$ cat src/rtl/light_bar_driver.sv
// light_bar_driver: bicolour lamp-bar output stage with green/red die multiplexing and PWM dimming.
// Optional: define LIGHT_BAR_GAMMA_EN to load the duty latch through a perceptual table (BRIGHT_W=4 only).
module light_bar_driver #(
    parameter int PRESCALE = 64,
    parameter int BRIGHT_W = 4
) (
    input  logic                clock,
    input  logic                reset,
    input  logic                enable,
    input  logic [7:0]          green_in,
    input  logic [7:0]          red_in,
    input  logic [BRIGHT_W-1:0] brightness,
    output logic [7:0]          led_green,
    output logic [7:0]          led_red,
    output logic                frame_start
);
    localparam int PRESC_W = $clog2(PRESCALE);
    localparam logic [PRESC_W-1:0]  PRESC_MAX = PRESC_W'(PRESCALE - 1);
    localparam logic [BRIGHT_W-1:0] PWM_MAX   = '1;

    typedef enum logic [1:0] {
        IDLE,
        PHASE_G,
        PHASE_R
    } state_t;

    state_t              state;
    state_t              next_state;
    logic [PRESC_W-1:0]  presc;
    logic [BRIGHT_W-1:0] pwm_cnt;
    logic [BRIGHT_W-1:0] duty_lat;
    logic [BRIGHT_W-1:0] duty_code;
    logic [7:0]          g_lat;
    logic [7:0]          r_lat;
    logic                tick;
    logic                phase_end;
    logic                latch_now;
    logic [7:0]          green_drive;
    logic [7:0]          red_drive;

    assign tick      = (presc == PRESC_MAX);
    assign phase_end = tick && (pwm_cnt == PWM_MAX);

`ifdef LIGHT_BAR_GAMMA_EN
    if (BRIGHT_W != 4) begin : gen_gamma_width_check
        $error("LIGHT_BAR_GAMMA_EN requires BRIGHT_W == 4");
    end

    always_comb begin
        duty_code = '0;
        case (brightness)
            4'd0:    duty_code = 4'd0;
            4'd1:    duty_code = 4'd1;
            4'd2:    duty_code = 4'd1;
            4'd3:    duty_code = 4'd2;
            4'd4:    duty_code = 4'd2;
            4'd5:    duty_code = 4'd3;
            4'd6:    duty_code = 4'd3;
            4'd7:    duty_code = 4'd4;
            4'd8:    duty_code = 4'd5;
            4'd9:    duty_code = 4'd6;
            4'd10:   duty_code = 4'd7;
            4'd11:   duty_code = 4'd8;
            4'd12:   duty_code = 4'd10;
            4'd13:   duty_code = 4'd11;
            4'd14:   duty_code = 4'd13;
            default: duty_code = 4'd15;
        endcase
    end
`else
    assign duty_code = brightness;
`endif

    always_ff @(posedge clock or negedge reset) begin
        if (!reset) begin
            state <= IDLE;
        end else begin
            state <= next_state;
        end
    end

    // Dropping enable always wins, whatever phase the frame is in.
    always_comb begin
        next_state = state;
        if (!enable) begin
            next_state = IDLE;
        end else begin
            case (state)
                IDLE:    next_state = PHASE_G;
                PHASE_G: if (phase_end) next_state = PHASE_R;
                PHASE_R: if (phase_end) next_state = PHASE_G;
                default: next_state = IDLE;
            endcase
        end
    end

    always_comb begin
        latch_now   = 1'b0;
        green_drive = '0;
        red_drive   = '0;
        case (state)
            IDLE:    latch_now = enable;
            PHASE_G: green_drive = (pwm_cnt < duty_lat) ? g_lat : 8'h00;
            PHASE_R: begin
                red_drive = (pwm_cnt < duty_lat) ? r_lat : 8'h00;
                latch_now = enable && phase_end;
            end
            default: ;
        endcase
    end

    // Inputs are only sampled on frame boundaries so a pattern never tears mid-frame.
    always_ff @(posedge clock or negedge reset) begin
        if (!reset) begin
            presc       <= '0;
            pwm_cnt     <= '0;
            g_lat       <= '0;
            r_lat       <= '0;
            duty_lat    <= '0;
            led_green   <= '0;
            led_red     <= '0;
            frame_start <= 1'b0;
        end else begin
            led_green   <= green_drive;
            led_red     <= red_drive;
            frame_start <= latch_now;
            if (latch_now) begin
                g_lat    <= green_in;
                r_lat    <= red_in;
                duty_lat <= duty_code;
            end
            if (!enable || state == IDLE) begin
                presc   <= '0;
                pwm_cnt <= '0;
            end else if (tick) begin
                presc   <= '0;
                pwm_cnt <= pwm_cnt + 1'b1;
            end else begin
                presc   <= presc + 1'b1;
            end
        end
    end

    die_exclusive: assert property (@(posedge clock) disable iff (!reset) (led_green & led_red) == 8'h00);

endmodule

$ cat config.mk
export PLATFORM = sky130hd
export DESIGN_NAME = light_bar_driver
export DESIGN_NICKNAME = d
export VERILOG_FILES = /design/src/rtl/light_bar_driver.sv
export SDC_FILE = /design/constraint.sdc
export NUM_CORES = 1
export LEC_CHECK = 0
export CORE_ASPECT_RATIO = 1.4
export CORE_MARGIN = 5
export CORE_UTILIZATION = 53
export DETAILED_ROUTE_END_ITERATION = 10
export PLACE_DENSITY = 0.8
export SYNTH_ARGS = -nofsm -noshare
export SYNTH_HDL_FRONTEND = slang
export SYNTH_SLANG_ARGS = --single-unit
export TNS_END_PERCENT = 5
$ cat constraint.sdc
create_clock -name clock -period 2.1 [get_ports clock]
set_clock_uncertainty 0.15 [all_clocks]
set_input_delay 0.21 -clock clock [delete_from_list [all_inputs] [get_ports clock]]
set_output_delay 0.21 -clock clock [all_outputs]
set_load 0.005 [all_outputs]
==> results of run 1 <==
-- path summary, 6_finish.rpt --
kind,slack (ns),from,cells past startpoint,to
max reg2reg,0.16,presc[0]$_DFF_PN0_,4,g_lat[1]$_DFFE_PN0P_
max,0.16,presc[0]$_DFF_PN0_,4,g_lat[1]$_DFFE_PN0P_
min reg2reg,0.34,presc[0]$_DFF_PN0_,1,presc[0]$_DFF_PN0_
min in group clock,0.31,red_in[3],3,r_lat[3]$_DFFE_PN0P_
min,0.26,reset,2,led_green[4]$_DFF_PN0_
max in group asynchronous,1.01,reset,3,presc[1]$_DFF_PN0_
-- logic make-up after synthesis --
logic type | Yosys count | synth area share
AO/OA/AOI/OAI | 93 | 0.284
XOR/XNOR | 3 | 0.0110
adder cells (fa/ha/maj) | 5 | 0.0262
buffers and inverters | 43 | 0.0719
flip-flops | 49 | 0.514
AND/OR/NAND/NOR | 46 | 0.0924
-- metal layers --
layer	track usage	part of all wire	routed length (um)
met1	0.252	0.44	2300
met2	0.312	0.47	2460
met3	0.0415	0.051	266
met4	0.102	0.030	155
met5	0	0	0
-- cell type report --
cell class | count | area share
sequential | 49 | 0.409
multi-input combinational | 147 | 0.329
timing repair buffer | 51 | 0.163
inverter | 23 | 0.0288
tap | 62 | 0.0259
clock buffer | 5 | 0.0229
clock inverter | 3 | 0.0217
-- stage by stage --
stage                util  cell area (sq um)
floorplan               -               2380
global placement    0.640               2860
detailed placement  0.640               2860
CTS                 0.672               3000
global route        0.672               3000
finish              0.672               3000
-- cells in the mapped netlist --
| cell | number |
|---|---|
| a211oi_2 | 10 |
| o21a_1 | 1 |
| xor2_1 | 2 |
| o211ai_1 | 40 |
| a21oi_1 | 5 |
| inv_1 | 23 |
| or3_1 | 4 |
| o21ai_1 | 1 |
| o21ai_0 | 24 |
| xnor2_1 | 1 |
| or4_1 | 2 |
| nor2b_1 | 1 |
| clkbuf_1 | 17 |
| a2111o_1 | 1 |
| nand2b_1 | 4 |
| o21bai_1 | 1 |
| nand4_2 | 1 |
| buf_6 | 1 |
| o31ai_1 | 2 |
| nand2_1 | 23 |
| buf_2 | 2 |
| nor3_1 | 3 |
| nand3_1 | 2 |
| nand4_1 | 1 |
| dfrtp_1 | 49 |
| nor2_1 | 5 |
| ha_1 | 5 |
| a211oi_1 | 8 |
-- flip-flops by register name, indices dropped and copies added (netlist names) --
signal	cells
r_lat	8
led_red	8
pwm_cnt	4
state	2
led_green	8
presc	6
duty_lat	4
frame_start	1
g_lat	8
-- power by group --
group / internal (W) / leakage, nW / switching [W]
Clock: 0.000473 / 0.0681 / 0.000317
Sequential: 0.00101 / 0.641 / 0.0000521
Combinational: 0.000137 / 0.501 / 0.000147
Total: 0.00162 / 1.21 / 0.000517
-- critical path, cell delays in order (launching register included) --
cell,delay [ns]
dfrtp_1,0.41
ha_1,0.25
nand4_2,0.13
o21a_1,0.63
o211ai_1,0.22
==> qor.yml, run 1 <==
logic_synthesis:
  synth_cell_types: 28
  ys_seq_area_frac: 0.514
  synthDominantCellAreaShare: 0.514
  yosys_register_bits: 49
  synth_cells: 239
  syn-num-nets: 267
  ys_warn_count: 0
  synth.top_cells.by_area: "dfrtp_1 51%, o211ai_1 13%, a211oi_2 5.2%"
  synth_top_cell_by_area: "dfrtp_1"
  syn_area_per_cell_sq_um: 9.97
  netlist_area_sq_mm: 0.00238
detailed_routing:
  drt-initial-drc-count: 122
  antenna_left: 0
  drc: 0
  drt_wl_total_um: 5180
  post_drt_wl_per_cell_um: 15.2
  drtPass1Iterations: 5
  viasPerCell: 5.69
  vias: 1934
power_and_ir_drop:
  ir_drop_v: 0.000452
  p_leak_nw: 1.21
  p_total_w: 0.00214
  cellPowerDensity_mw_per_mm2: 713
global_route:
  grt_max_degree: 27
  grt_pass1_vias: 1870
  antenna_found_initial: 0
  grt_overflow: 0
  grt_pass1_wl_um: 8790
  grt_use_total: 0.197
clock_tree:
  insertion_delay_ns: 0.31
  cts_tree: "yes"
  postCtsSetupBuffers: 0
  clockBufferDepth: 2
  cts_buffers: 5
  postCtsHoldBufs: 1
  path_clk_slew_ns: 0.09
  h-tree-depth: 2
  cts_root_buf: "clkbuf_8"
  clock_sinks: 49
  ctsResizeCount: 0
placed_design:
  port-buffer-count: 39
  gp_congestion: 0.818
  pre_cts_slack_ns: 0.173
  dp_hpwl_um: 3580
  dp.cells: 331
sta:
  finalSetupTns_ns: 0
  setup_slack_ns: 0.157
  rsz0062_at_grt: "false"
  worst_pin_slew_ns: 0.778
  finalHoldViolCount: 0
  max_freq_mhz: 515
  final_max_slew_viol_count: 0
  slew_headroom: 0.482
  timing.hold.ws_ns: 0.261
  min_period_ns: 1.94
  setup_viol: 0
  fin_crit_sh: 0.925
flow_run:
  cap_viol_max_count: 0
worst_setup_path:
  worstPathRequired_ns: 2.11
  setup.worst_path.class: "flip-flop to flip-flop"
  cp-start-kind: "flip-flop"
  arrival_ns: 1.95
  crit_fanout: 22
  critPathCaptureType: "flip-flop"
floorplanning:
  die_area_sq_mm: 0.00596
  core_area_sq_mm: 0.00446
  start_util: 0.534
  die_w_um: 66.7
  dieHeight_um: 89.4
  io-pin-count: 40
  placementRows: 29
final_layout:
  fill_cells: 373
  seq_area_sq_mm: 0.00123
  drive_above_1_share: 0.112
  insertedDiodeCount: 0
  mostFrequentLayoutCell: "dfrtp_1"
  instances_no_fill: 340
  final_cell_mix: "49 x dfrtp_1, 40 x o211ai_1, 38 x clkdlybuf4s50_1, 24 x o21ai_0"
  syn_to_final_growth_pct: 25.9
  multi_input_area_sq_um: 986
  final_nets: 305
status:
  status: "finished, final reports clean"
worst_hold_path:
  min_path_type: "input port to asynchronous set/reset pin"
Note: power is estimated with default switching activity, not from simulation.
==> run 2, diff against run 1 <==
CORE_MARGIN = 4   (was 5)
==> qor.yml, run 2 (same netlist as run 1, synthesis figures left out) <==
global_route:
  grt_pass1_vias: 1929  # +3.2%
  grt_overflow: 0  # unchanged
  grt_pass1_wl_um: 8600  # -2.1%
  antenna_found_initial: 0  # unchanged
  grt_max_degree: 27  # unchanged
  grt_use_total: 0.198  # +0.000973
floorplanning:
  start_util: 0.558  # +0.0236
  io-pin-count: 40  # unchanged
  core_area_sq_mm: 0.00427  # -4.2%
  dieHeight_um: 87.4  # -2.2%
  placementRows: 28  # -3.4%
  die_area_sq_mm: 0.00565  # -5.2%
  die_w_um: 64.7  # -3.0%
placed_design:
  pre_cts_slack_ns: 0.156  # -0.0171 ns
  port-buffer-count: 39  # unchanged
  gp_congestion: 0.827  # +1.1%
  dp_hpwl_um: 3510  # -2.1%
worst_setup_path:
  cp-start-kind: "flip-flop"
  reg2reg_from: "pwm_cnt[0]$_DFFE_PN0P_"
  crit_fanout: 22  # unchanged
  critPathCaptureType: "flip-flop"
  setup.worst_path.class: "flip-flop to flip-flop"
  arrival_ns: 1.94  # about the same
  cp-startpoint: "pwm_cnt[0]$_DFFE_PN0P_"
  worstPathRequired_ns: 2.10  # about the same
sta:
  setup_slack_ns: 0.158  # +0.000730 ns
  fin_crit_sh: 0.925  # about the same
  slew_headroom: 0.479  # -0.00251
  max_freq_mhz: 515  # about the same
  rsz0062_at_grt: "false"
  timing.hold.ws_ns: 0.283  # +0.0224 ns
  worst_pin_slew_ns: 0.781  # +0.00376 ns
  finalSetupTns_ns: 0  # unchanged
  finalHoldViolCount: 0  # unchanged
  min_period_ns: 1.94  # -0.000730 ns
  final_max_slew_viol_count: 0  # unchanged
  setup_viol: 0  # unchanged
worst_hold_path:
  min_path_type: "input port to asynchronous set/reset pin"
detailed_routing:
  drc: 0  # unchanged
  viasPerCell: 5.66  # -0.53%
  drtPass1Iterations: 4  # -1
  drt-initial-drc-count: 69  # -43%
  drt_wl_total_um: 5020  # -3.1%
  antenna_left: 0  # unchanged
  post_drt_wl_per_cell_um: 14.8  # -2.8%
  vias: 1918  # -0.83%
final_layout:
  drive_above_1_share: 0.115  # +0.00318
  insertedDiodeCount: 0  # unchanged
  fill_cells: 342  # -8.3%
  syn_to_final_growth_pct: 26.1
  mostFrequentLayoutCell: "dfrtp_1"
  seq_area_sq_mm: 0.00123  # unchanged
  multi_input_area_sq_um: 986  # unchanged
  final_cell_mix: "49 x dfrtp_1, 40 x o211ai_1, 38 x clkdlybuf4s50_1, 24 x o21ai_0"
  final_nets: 306  # +0.33%
clock_tree:
  h-tree-depth: 2  # unchanged
  cts_buffers: 5  # unchanged
  clock_sinks: 49  # unchanged
  path_clk_slew_ns: 0.09  # about the same
  insertion_delay_ns: 0.30  # about the same
  cts_tree: "yes"
  clockBufferDepth: 2  # unchanged
  postCtsSetupBuffers: 0  # unchanged
  cts_root_buf: "clkbuf_8"
  ctsResizeCount: 0  # unchanged
  postCtsHoldBufs: 1  # unchanged
power_and_ir_drop:
  p_leak_nw: 1.21  # +0.34%
  ir_drop_v: 0.000464  # +2.6%
  cellPowerDensity_mw_per_mm2: 707  # -0.81%
flow_run:
  cap_viol_max_count: 0  # unchanged
status:
  status: "finished, final reports clean"
==> run 2: cell count changes in the layout (fill, tap and decap cells not counted) <==
cell   previous run  this run
buf_4            10        11
==> run 2: path summary, 6_finish.rpt <==
check | end | slack, ns | depth (start not counted)
setup / recovery | g_lat[1]$_DFFE_PN0P_ | 0.16 | 4
hold / removal | presc[3]$_DFF_PN0_ | 0.28 | 2
setup reg to reg | g_lat[1]$_DFFE_PN0P_ | 0.16 | 4
hold reg to reg | presc[0]$_DFF_PN0_ | 0.32 | 1
max in group asynchronous | state[0]$_DFFE_PN0P_ | 0.99 | 3
min in group clock | r_lat[1]$_DFFE_PN0P_ | 0.32 | 3
==> run 2: cell type report <==
cell class | count | area share
inverters | 23 | 0.0287
multi-input cells | 147 | 0.328
well taps | 60 | 0.0250
clock buffers | 5 | 0.0229
clock inverters | 3 | 0.0216
repair buffers | 52 | 0.166
flip-flops and latches | 49 | 0.408
==> run 2: per-layer routing <==
layer	global-route usage	wire [um]
met4	0.0750	92
met5	0	0
met2	0.332	2500
met3	0.0439	226
met1	0.248	2200
==> run 2: worst max-delay path, stage by stage, from the launching register on <==
cell and delay (ns):
dfrtp_1 0.43, ha_1 0.22, nand4_1 0.11, o21a_1 0.65, o211ai_1 0.21
==> run 2: per-stage QoR <==
step                area, sq um  total power (W)  cells   util
global route               3010          0.00222    339  0.703
global placement           2860          0.00135    330  0.669
floorplan                  2380          0.00123    239      -
finish                     3010          0.00213    339  0.703
detailed placement         2860          0.00136    330  0.669
CTS                        3010          0.00214    339  0.703
==> run 2: power by group <==
group | switching [W] | leakage, nW | internal (W)
combinational | 0.000146 | 0.506 | 0.000137
clock | 0.000307 | 0.0681 | 0.000473
sequential | 0.0000501 | 0.641 | 0.00101
total | 0.000504 | 1.21 | 0.00162
